<file path="src/rtl/multiplier_nxm_seq_if.sv">
// Operand/result bundle for the sequential NxM multiplier.
// The master drives the request and operands; the slave returns status and product.
interface multiplier_nxm_seq_if #(
   parameter int WIDTH_A = 8,
   parameter int WIDTH_B = 8
);
   logic                       start;
   logic                       signed_mode;
   logic [WIDTH_A-1:0]         dataa;
   logic [WIDTH_B-1:0]         datab;
   logic                       busy;
   logic                       done_flag;
   logic [WIDTH_A+WIDTH_B-1:0] product8;

   modport master (
      output start, signed_mode, dataa, datab,
      input  busy, done_flag, product8
   );

   modport slave (
      input  start, signed_mode, dataa, datab,
      output busy, done_flag, product8
   );
endinterface

</file>
<file path="src/rtl/multiplier_nxm_seq.sv">
// Sequential shift-add multiplier, WIDTH_A x WIDTH_B, signed or unsigned per operation.
// Define EARLY_TERM_EN to finish as soon as the remaining multiplier bits are all zero.
module multiplier_nxm_seq #(
   parameter int WIDTH_A = 8,
   parameter int WIDTH_B = 8
) (
   input  logic                  clk,
   input  logic                  reset_a,
   multiplier_nxm_seq_if.slave   bus
);
   localparam int CNT_W = $clog2(WIDTH_B + 1);
   localparam int PW    = WIDTH_A + WIDTH_B;

   typedef enum logic {IDLE, CALC} state_t;

   state_t             state, state_nx;
   logic [WIDTH_A-1:0] mag_a, mag_a_nx;
   logic [WIDTH_B-1:0] mag_b, mag_b_nx;
   logic               neg, neg_nx;
   logic [PW-1:0]      acc, acc_nx;
   logic [CNT_W-1:0]   count, count_nx;
   logic [PW-1:0]      product, product_nx;
   logic               done, done_nx;
   logic [WIDTH_A-1:0] abs_a;
   logic [WIDTH_B-1:0] abs_b;
   logic               finish;

   // The most negative operand negates to itself, which read unsigned is its true magnitude.
   assign abs_a = (bus.signed_mode && bus.dataa[WIDTH_A-1]) ? WIDTH_A'(-bus.dataa) : bus.dataa;
   assign abs_b = (bus.signed_mode && bus.datab[WIDTH_B-1]) ? WIDTH_B'(-bus.datab) : bus.datab;

`ifdef EARLY_TERM_EN
   assign finish = (mag_b == '0);
`else
   assign finish = (count == CNT_W'(WIDTH_B));
`endif

   // NOTE: every output of this block gets a default first, so no path can infer a latch.
   always_comb begin
      state_nx   = state;
      mag_a_nx   = mag_a;
      mag_b_nx   = mag_b;
      neg_nx     = neg;
      acc_nx     = acc;
      count_nx   = count;
      product_nx = product;
      done_nx    = 1'b0;
      case (state)
         IDLE: begin
            if (bus.start) begin
               mag_a_nx = abs_a;
               mag_b_nx = abs_b;
               neg_nx   = bus.signed_mode & (bus.dataa[WIDTH_A-1] ^ bus.datab[WIDTH_B-1]);
               acc_nx   = '0;
               count_nx = '0;
               state_nx = CALC;
            end
         end
         CALC: begin
            if (finish) begin
               product_nx = neg ? -acc : acc;
               done_nx    = 1'b1;
               state_nx   = IDLE;
            end else begin
               if (mag_b[0]) acc_nx = acc + (PW'(mag_a) << count);
               mag_b_nx = mag_b >> 1;
               count_nx = count + CNT_W'(1);
            end
         end
         default: state_nx = IDLE;
      endcase
   end

   // NOTE: sequential state uses non-blocking assignments so every register sees pre-edge values.
   always_ff @(posedge clk) begin
      if (reset_a) begin
         state   <= IDLE;
         mag_a   <= '0;
         mag_b   <= '0;
         neg     <= 1'b0;
         acc     <= '0;
         count   <= '0;
         product <= '0;
         done    <= 1'b0;
      end else begin
         state   <= state_nx;
         mag_a   <= mag_a_nx;
         mag_b   <= mag_b_nx;
         neg     <= neg_nx;
         acc     <= acc_nx;
         count   <= count_nx;
         product <= product_nx;
         done    <= done_nx;
      end
   end

   assign bus.busy      = (state == CALC);
   assign bus.done_flag = done;
   assign bus.product8  = product;
endmodule

</file>
<file path="src/flat_wrapper.sv">
// flat-port wrapper written by rule: the top's interface ports become plain ports
module multiplier_nxm_seq_flat 
#(
   parameter int WIDTH_A = 8,
   parameter int WIDTH_B = 8
)
  (clk, reset_a, bus_start, bus_signed_mode, bus_dataa, bus_datab, bus_busy, bus_done_flag, bus_product8);
  multiplier_nxm_seq_if #(.WIDTH_A(WIDTH_A), .WIDTH_B(WIDTH_B)) bus_i ();
  input  logic clk;
  input  logic reset_a;
  input wire logic [$bits(bus_i.start)-1:0] bus_start;
  input wire logic [$bits(bus_i.signed_mode)-1:0] bus_signed_mode;
  input wire logic [$bits(bus_i.dataa)-1:0] bus_dataa;
  input wire logic [$bits(bus_i.datab)-1:0] bus_datab;
  output wire logic [$bits(bus_i.busy)-1:0] bus_busy;
  output wire logic [$bits(bus_i.done_flag)-1:0] bus_done_flag;
  output wire logic [$bits(bus_i.product8)-1:0] bus_product8;
  assign bus_i.start = bus_start;
  assign bus_i.signed_mode = bus_signed_mode;
  assign bus_i.dataa = bus_dataa;
  assign bus_i.datab = bus_datab;
  assign bus_busy = bus_i.busy;
  assign bus_done_flag = bus_i.done_flag;
  assign bus_product8 = bus_i.product8;
  multiplier_nxm_seq #(.WIDTH_A(WIDTH_A), .WIDTH_B(WIDTH_B)) u_core (.clk(clk), .reset_a(reset_a), .bus(bus_i));
endmodule
</file>
<file path="config.mk">
export PLATFORM = sky130hd
export DESIGN_NAME = multiplier_nxm_seq_flat
export DESIGN_NICKNAME = d
export VERILOG_FILES = /design/src/rtl/multiplier_nxm_seq_if.sv /design/src/rtl/multiplier_nxm_seq.sv /design/src/flat_wrapper.sv
export SDC_FILE = /design/constraint.sdc
export NUM_CORES = 1
export LEC_CHECK = 0
export ABC_AREA = 1
export BUFFER_PORTS_ARGS = -buffer_cell sky130_fd_sc_hd__buf_2
export CORE_MARGIN = 2
export CORE_UTILIZATION = 65
export DETAILED_ROUTE_END_ITERATION = 16
export PLACE_DENSITY = 0.86
export SYNTH_ARGS = -nofsm -noshare
export SYNTH_HDL_FRONTEND = slang
export SYNTH_SLANG_ARGS = --single-unit
export TNS_END_PERCENT = 30
</file>
<file path="constraint.sdc">
create_clock -name clk -period 7.32 [get_ports clk]
set_input_delay 0.732 -clock clk [delete_from_list [all_inputs] [get_ports clk]]
set_output_delay 0.732 -clock clk [all_outputs]
set_load 0.05 [all_outputs]
</file>
# == After elaboration in Yosys (flattened, before gate mapping) ==
# Cells that the tools add are included.
# word_totals
inputBits,20
output_inout_bits,18
word_cells,45
register_bits,55
# op_classes
n_shift,1
n_addsub,5
bitwise,3
reduce_logical,7
n_mux,17
eq_ne,4
# ops
op,count
two-way mux 16 bit,4
two-way mux 8 bit,4
one-hot mux 16 bit (2 select lines),1
adder 16 bit,1
negator 16 bit,1
negator 8 bit,2
one-hot mux 8 bit (2 select lines),1
left shift 8 x 4 -> 16 bit,1
two-way mux 4 bit,2
one-hot mux 4 bit (2 select lines),1
!= test 2 bit (second input constant),3
AND reduction 2 bit,3
adder 4 x 1 -> 4 bit (second input constant),1
== test 4 bit (second input constant),1
two-way mux 1 bit,3
AND reduction 3 bit,1
logical AND 1 bit,2
one-hot mux 1 bit (2 select lines),1
OR reduction 2 bit,1
bitwise AND 1 bit,1
inverter 1 bit,1
bitwise XOR 1 bit,1

# == Longest topological paths before layout ==
# Gate-level depths: netlist (run 1).
# depth
depth_word,5
ltp_mapped,19
mapped_depth_nobuf,19

# == Worst setup path after synthesis (run 1) ==
# No wires, ideal clock.
# synth_timing
path_kind,register to register
startpoint,reg u_core.count[0]
endpoint,reg u_core.acc[11]
arrival_time_ps,2205
setup_slack_ps,4992
n_path_buf,1
setup_time_ps,123
path_stages_with_launch,16
period_less_slack_ps,2328
required_ps,7197
path_cell_list,dfxtp_1 > buf_4 > nor2_1 > o21ai_0 > inv_1 > o21ai_0 > nor2_1 > ha_1 > nand2_1 > nor2_1 > nand3_1 > nand2_1 > a21oi_1 > or2_2 > nand2_1 > a21oi_2
# synth_between
elab_chain_cells,5
word_cells_on_any_way,8
classes_between,add/sub: 1; eq/ne: 2; shift: 1; mux: 3; reduce/logical: 1
# synth_lines
item,line_no,source
"start, declared",multiplier_nxm_seq.sv:21,"logic [CNT_W-1:0] count, count_nx;"
"start signal, assigned",multiplier_nxm_seq.sv:91,count <= count_nx;
left shift 8 x 4 -> 16 bit,multiplier_nxm_seq.sv:65,if (mag_b[0]) acc_nx = acc + (PW'(mag_a) << count);
adder 16 bit,multiplier_nxm_seq.sv:65,
two-way mux 16 bit,multiplier_nxm_seq.sv:65,
two-way mux 16 bit,multiplier_nxm_seq.sv:60,if (finish) begin
one-hot mux 16 bit (2 select lines),multiplier_nxm_seq.sv:48,case (state)
"end signal, assigned",multiplier_nxm_seq.sv:90,acc <= acc_nx;
"end, declared",multiplier_nxm_seq.sv:20,"logic [PW-1:0] acc, acc_nx;"
# Parallel ways exist; a longest one is shown, timed or not. The select of a mux whose other input is x is not followed.
# A chain may end at the register's enable or synchronous reset.

# == Worst setup path after layout (run 1) ==
# layout_timing
startpoint,reg u_core.count[0]
endpoint,reg u_core.acc[15]
# Same word-level chain as after synthesis.

==> flow_summary.ini, run 1 <==
[synthesis]
synth_largest_area_cell = dfxtp_1
yosysUniqueCellTypes = 45
synth_top_family_by_area = simple AND/OR/NAND/NOR gates
synth.top_cells.by_area = dfxtp_1, nand2_1, a21oi_1, ha_1, inv_1
avgSynthCellArea_um2 = 6.705
ys_top_cells_by_count = nand2_1, inv_1, a21oi_1, dfxtp_1, o21ai_0
synthSimpleGateAreaFrac = 0.2941
ys_ff_latch = 55
synth_mux_area_frac = 0.002552
synth_xor_xnor_area_share = 0.04242
synth_area_mm2 = 0.003923
synth_top_area_frac = 0.2807
syn_nets = 626
synthArstFlopShare = 0
synthCells = 585
synth-compound-area-share = 0.2147
synthFlopType = dfxtp_1
ys_warn_count = 0
seq_area_frac_synth = 0.2807
synth_edf_count = 0
yosysMostFrequentCell = nand2_1
synth-adder-area-share = 0.06890

[worst_hold_path]
hold_path.class = reg -> reg
hp-start = u_core.bus.product8[2]

[critical_path]
worstPathRequired_ns = 7.49
start_kind = flop
r2r-start = u_core.count[0]
critPathArrivalTime_ns = 3.02
end_kind = flop
critPathMaxFanout = 14
critical_path.startpoint = u_core.count[0]
crit_type = reg -> reg

[route]
final_antenna_net_count = 0
first_pass_iters = 4
routedWlPerCell_um = 13.28
vias_per_cell = 5.620
drt_wl_total_um = 9147
vias = 3872
post-route-drc-count = 0
first_iter_violations = 160

[global_routing]
met2_usage = 0.5328
grt_util_met3 = 0.03626
grtUsageTotal = 0.2815
antenna_found_initial = 0
grt-ovfl-total = 0
gr-usage-met1 = 0.3288
grt_pass1_vias = 3402
grt_pass1_wl_um = 14780
busiest_layer = met2
grt_max_degree = 29

[clock_tree]
ctsRootBufferMaster = clkbuf_8
clock_sinks = 55
cts_tree = built
post_cts_resized = 0
cts_hold_buf = 0
postCtsSetupBuffers = 0
clkSlewWorstSetupHoldPaths_ns = 0.09
cts_max_path_buffers = 2
cts_made_buffers = 5
clock_latency_ns = 0.30
h-tree-depth = 2

[placement]
port-buffer-count = 37
placed_area_mm2 = 0.004101
dpl_worst_slack_ns = 4.483
place_hpwl_um = 7374
gp_congestion = 0.9497

[flow_run]
max_cap_viol_count = 0

[floorplan]
start_util = 0.6665
rows = 28
io_pins = 38
fp.dieH_um = 81.68
dieArea_mm2 = 0.006672
core-area_mm2 = 0.005886
die_w_um = 81.68

[power]
ir_drop_uv = 130.9
power.density_mw_per_mm2 = 147.1
p_leak_nw = 2.029

[final_layout]
finalNetCount = 655
multi_input_area_mm2 = 0.002442
final-seq-area_mm2 = 0.001101
n_fill_cell = 513
drive_above_1_share = 0.1319
n_antenna_cell = 0
syn_to_final_growth_pct = 7.273
utilization = 0.7149
stdcell_area_mm2 = 0.004208

[timing]
fin_skew_ns = 0.01096
tightest_slew_ns = 0.6935
setup_tns_ns = 0
fmax_mhz = 350.0
finalWorstSetupSlack_ns = 4.463
slew_headroom = 0.5348
period_needed_ns = 2.857
drv_slew = 0
rsz0062_at_grt = no
finalCritPeriodShare = 0.3903
setup_viol = 0
hold_viol = 0

[status]
status = finished, final reports clean
[cell usage in the layout, fill, tap and decap left out, types with 2 or more instances in the layout]
cell	Yosys	final
clkinv_1	2	2
buf_2	5	37
o211ai_1	4	4
nand4_1	4	4
o22ai_1	6	6
a21oi_2	8	8
xnor2_1	4	4
dfxtp_1	55	55
inv_1	66	66
nand3_1	39	39
o221ai_1	4	4
nand2_4	2	2
or2_2	4	4
a31oi_1	6	6
o21ai_1	4	4
inv_2	3	3
o21bai_1	4	4
nand3b_1	2	2
o21a_1	3	3
nor2_1	43	43
o31ai_1	2	2
nor2_4	3	3
inv_4	2	2
nor3_1	4	4
xor2_1	15	15
nand2_2	10	10
a21oi_1	55	55
nor2_8	2	2
nand2_1	137	137
o21ai_0	47	47
ha_1	20	20
clkbuf_8	0	5
[critical path: stages (launching register included)]
cell and delay (ns):
dfxtp_1 0.59, inv_1 0.21, nand2_1 0.12, nand2_1 0.05
nand2_1 0.08, inv_1 0.06, o21ai_0 0.25, o22ai_1 0.13
ha_1 0.39, nand2_1 0.12, inv_1 0.04, a21oi_1 0.19
nand2_1 0.08, a21oi_1 0.17, nand3_1 0.10, nand3_1 0.08
a21oi_1 0.06
[state kept, by name, summed over array words and instances (netlist names)]
register	flops
u_core.mag_b	8
u_core.acc	16
u_core.mag_a	8
u_core.neg	1
u_core.bus.done_flag	1
u_core.bus.busy	1
u_core.bus.product8	16
u_core.count	4
[kinds of logic (layout without fill, tap and decap cells)]
kind of cell	after synthesis	in the layout
AO/OA/AOI/OAI	147	147
multiplexers	1	1
buffers and inverters	88	117
flip-flops	55	55
XOR/XNOR	19	19
adder cells (fa/ha/maj)	21	21
AND/OR/NAND/NOR	254	254
[power breakdown]
group	leakage, nW	total (mW)	internal, mW	switching, mW
Clock	0.0502	0.193	0.100	0.0931
Sequential	0.447	0.319	0.309	0.0106
Combinational	1.53	0.106	0.0353	0.0711
[path summary, 6_finish.rpt]
path              slack, ns  depth (start not counted)                      to
setup reg to reg       4.46                         16          u_core.acc[15]
setup / recovery       4.46                         16          u_core.acc[15]
hold / removal         0.47                          2  u_core.bus.product8[2]
hold reg to reg        0.47                          2  u_core.bus.product8[2]
[routing by layer]
metal / wire [µm] / vias up
li1: - / 2000
met1: 3962 / 1759
met2: 4739 / 97
met3: 293 / 16
met4: 150 / 0
met5: 0 / -
[per-stage QoR]
stage          hold WS (ns)  cells  power, mW
2_1_floorplan        0.4483    585     0.4073
3_3_place_gp         0.4600    682     0.4274
3_5_place_dp         0.4667    682     0.4311
4_1_cts              0.4795    689     0.6223
5_1_grt              0.5031    689     0.6495
6_report             0.4748    689     0.6188
[area by class of cell]
type / count / area share
repair buffers: 37 / 0.04401
clock inverters: 2 / 0.008921
multi-input cells: 442 / 0.5804
inverters: 73 / 0.06631
flip-flops and latches: 55 / 0.2617
clock buffers: 5 / 0.01635
well taps: 75 / 0.02230
Power figures use the tool's default switching activity.
==> run 2, diff against run 1 <==
--- a/config.mk
+++ b/config.mk
@@ -8,9 +8,9 @@
 export ABC_AREA = 1
 export BUFFER_PORTS_ARGS = -buffer_cell sky130_fd_sc_hd__buf_2
 export CORE_MARGIN = 2
-export CORE_UTILIZATION = 65
+export CORE_UTILIZATION = 60
 export DETAILED_ROUTE_END_ITERATION = 16
-export PLACE_DENSITY = 0.86
+export PLACE_DENSITY = 0.81
 export SYNTH_ARGS = -nofsm -noshare
 export SYNTH_HDL_FRONTEND = slang
 export SYNTH_SLANG_ARGS = --single-unit
==> constraint.sdc (replaced) <==
create_clock -name clk -period 2.63 [get_ports clk]
set_input_delay 0.263 -clock clk [delete_from_list [all_inputs] [get_ports clk]]
set_output_delay 0.263 -clock clk [all_outputs]
set_load 0.05 [all_outputs]
==> run 2 against run 1 <==
Against the previous run: clock power rose to 3.1 times the previous value; maximum frequency rose by 14%; global-route usage decreased by 0.77 points; cell area rose by 3.8%; count of clock-buffer cells in the layout grew 1; sequential power rose to 2.8 times the previous value; clock skew shrank 0.0056 ns; routed wire length grew 5.0%; highest routed layer unchanged.
==> flow_summary.ini, run 2 (synthesis gave the netlist of run 1 again) <==
[floorplan]
die_w_um = 84.86
rows = 29
dieArea_mm2 = 0.007200
core-area_mm2 = 0.006350
fp.dieH_um = 84.86
io_pins = 38
start_util = 0.6177

[route]
routedWlPerCell_um = 13.64
first_pass_iters = 6
vias_per_cell = 5.597
first_iter_violations = 164
final_antenna_net_count = 0
drt_wl_total_um = 9601
vias = 3940
post-route-drc-count = 0

[clock_tree]
cts_made_buffers = 5
clock_sinks = 55
cts_tree = built
h-tree-depth = 2
clkSlewWorstSetupHoldPaths_ns = 0.10
clock_latency_ns = 0.31
cts_hold_buf = 0
ctsRootBufferMaster = clkbuf_8
cts_max_path_buffers = 2

[global_routing]
grt_pass1_wl_um = 16220
grtUsageTotal = 0.2739
grt_max_degree = 28
grt_pass1_vias = 3595
antenna_found_initial = 0
grt-ovfl-total = 0

[timing]
setup_tns_ns = 0
setup_viol = 0
finalCritPeriodShare = 0.9569
fin_skew_ns = 0.005355
hold_viol = 0
tightest_slew_ns = 0.3946
drv_slew = 0
whs_ns = 0.2179
rsz0062_at_grt = yes
period_needed_ns = 2.517
fmax_mhz = 397.4
slew_headroom = 0.7365

[final_layout]
syn_to_final_growth_pct = 11.32
drive_above_1_share = 0.1786
finalNetCount = 667
n_antenna_cell = 0
layout_common_cells = nand2_1, inv_1, a21oi_1, dfxtp_1, o21ai_0
mostFrequentLayoutCell = nand2_1
fin_cells = 704

[critical_path]
worstPathRequired_ns = 2.83
reg2reg_depth = 16
end_kind = flop
critPathMaxFanout = 7
crit_type = reg -> reg
start_kind = flop
critical-path-max-stage-delay_ns = 0.38
path_cells = buf_4, nand2_1, nand3_1, o21ai_0, inv_1, nand2_1, o221ai_1, ha_1, a21oi_1, nand2_1, nand2_1, nand2_1, a21oi_2, nand3_1, nand3_1, a21oi_1
rrSetupSlack_ns = 0.11
cpMostUsedCell = nand2_1
r2r-start = u_core.count[0]
reg2reg_to = u_core.acc[15]
worst_path_max_delay_cell = dfxtp_4
critPathArrivalTime_ns = 2.71

[placement]
gp_congestion = 0.9000
place_hpwl_um = 7248
port-buffer-count = 37
dpl.cell_count = 695

[power]
switching_share = 0.2910
p_clk_frac = 0.334
power.density_mw_per_mm2 = 414.5
ir_drop_uv = 385.1
p_leak_nw = 2.109
p_int_mw = 1.283
seqPwrFrac = 0.487
power_frac_comb = 0.179
p_total_mw = 1.810
p_sw_mw = 0.5268

[worst_hold_path]
hp-start = bus_dataa[1]
whs_path_depth = 3
hold_end = u_core.mag_a[1]
hold_path.class = in -> reg

[status]
status = finished, final reports clean

[flow_run]
max_cap_viol_count = 0
## run 2: changes by cell type in the layout (fill, tap and decap cells not counted), moves of 3 or more
cell	change
a21oi_1	-3
a21oi_2	+3
buf_4	+12
dfxtp_1	-3
o21ai_0	-4
## run 2: worst max path at each step
stage | startpoint | endpoint | slack (ns) | depth (start not counted)
after detailed placement | u_core.count[2] | u_core.acc[15] | -0.01 | 15
after floorplan | u_core.count[0] | u_core.acc[11] | 0.30 | 15
final | u_core.count[0] | u_core.acc[15] | 0.11 | 16
after global placement | u_core.count[2] | u_core.acc[15] | 0.11 | 13
after CTS | u_core.count[2] | u_core.acc[15] | 0.05 | 15
after global routing | u_core.count[0] | u_core.acc[11] | -0.03 | 16
## run 2: area by class of cell
cell class,count,area (µm²)
inverter,73,280.3
multi-input combinational,442,2486
clock inverter,2,38.79
fill,559,1983
timing repair buffer,49,275.3
sequential,55,1107
clock buffer,6,82.58
tap,77,96.34
## run 2: power groups by stage
stage | clock network (mW) | logic [mW] | registers [mW]
global route | 0.635 | 0.364 | 0.885
floorplan | 0 | 0.238 | 0.896
finish | 0.604 | 0.325 | 0.881
global placement | 0 | 0.304 | 0.897
detailed placement | 0 | 0.313 | 0.898
CTS | 0.610 | 0.315 | 0.880
## run 2: what timing repair did
item                                    CTS  global route
pin swaps                                 0             3
endpoints found under the setup margin    1             9
resized for setup                         2            21
buffers inserted                          0             1
hold endpoints to repair                  0             0
## run 2: through the flow
stage	utilization	instance area, µm²	worst slack, ns
floorplan	-	3923	0.3018
detailed placement	0.6593	4187	-0.009984
global placement	0.6593	4187	0.1120
global route	0.6877	4367	-0.03281
CTS	0.6788	4310	0.04974
finish	0.6877	4367	0.1134
## run 2: worst max-delay path, delay by kind of cell (launching register included)
| family | cells | cell delay [ns] |
|---|---|---|
| buf+inv | 2 | 0.25 |
| simple gates | 8 | 0.72 |
| fa+ha+maj | 1 | 0.36 |
| flops | 1 | 0.38 |
| compound gates | 5 | 0.70 |
## run 2: routing by layer
metal | GRT usage | routed length [µm] | vias to the layer above
li1 | - | - | 2018
met1 | 0.3457 | 4167 | 1784
met2 | 0.4796 | 4780 | 111
met3 | 0.03599 | 361 | 27
met4 | 0.09812 | 291 | 0
met5 | 0 | 0 | -
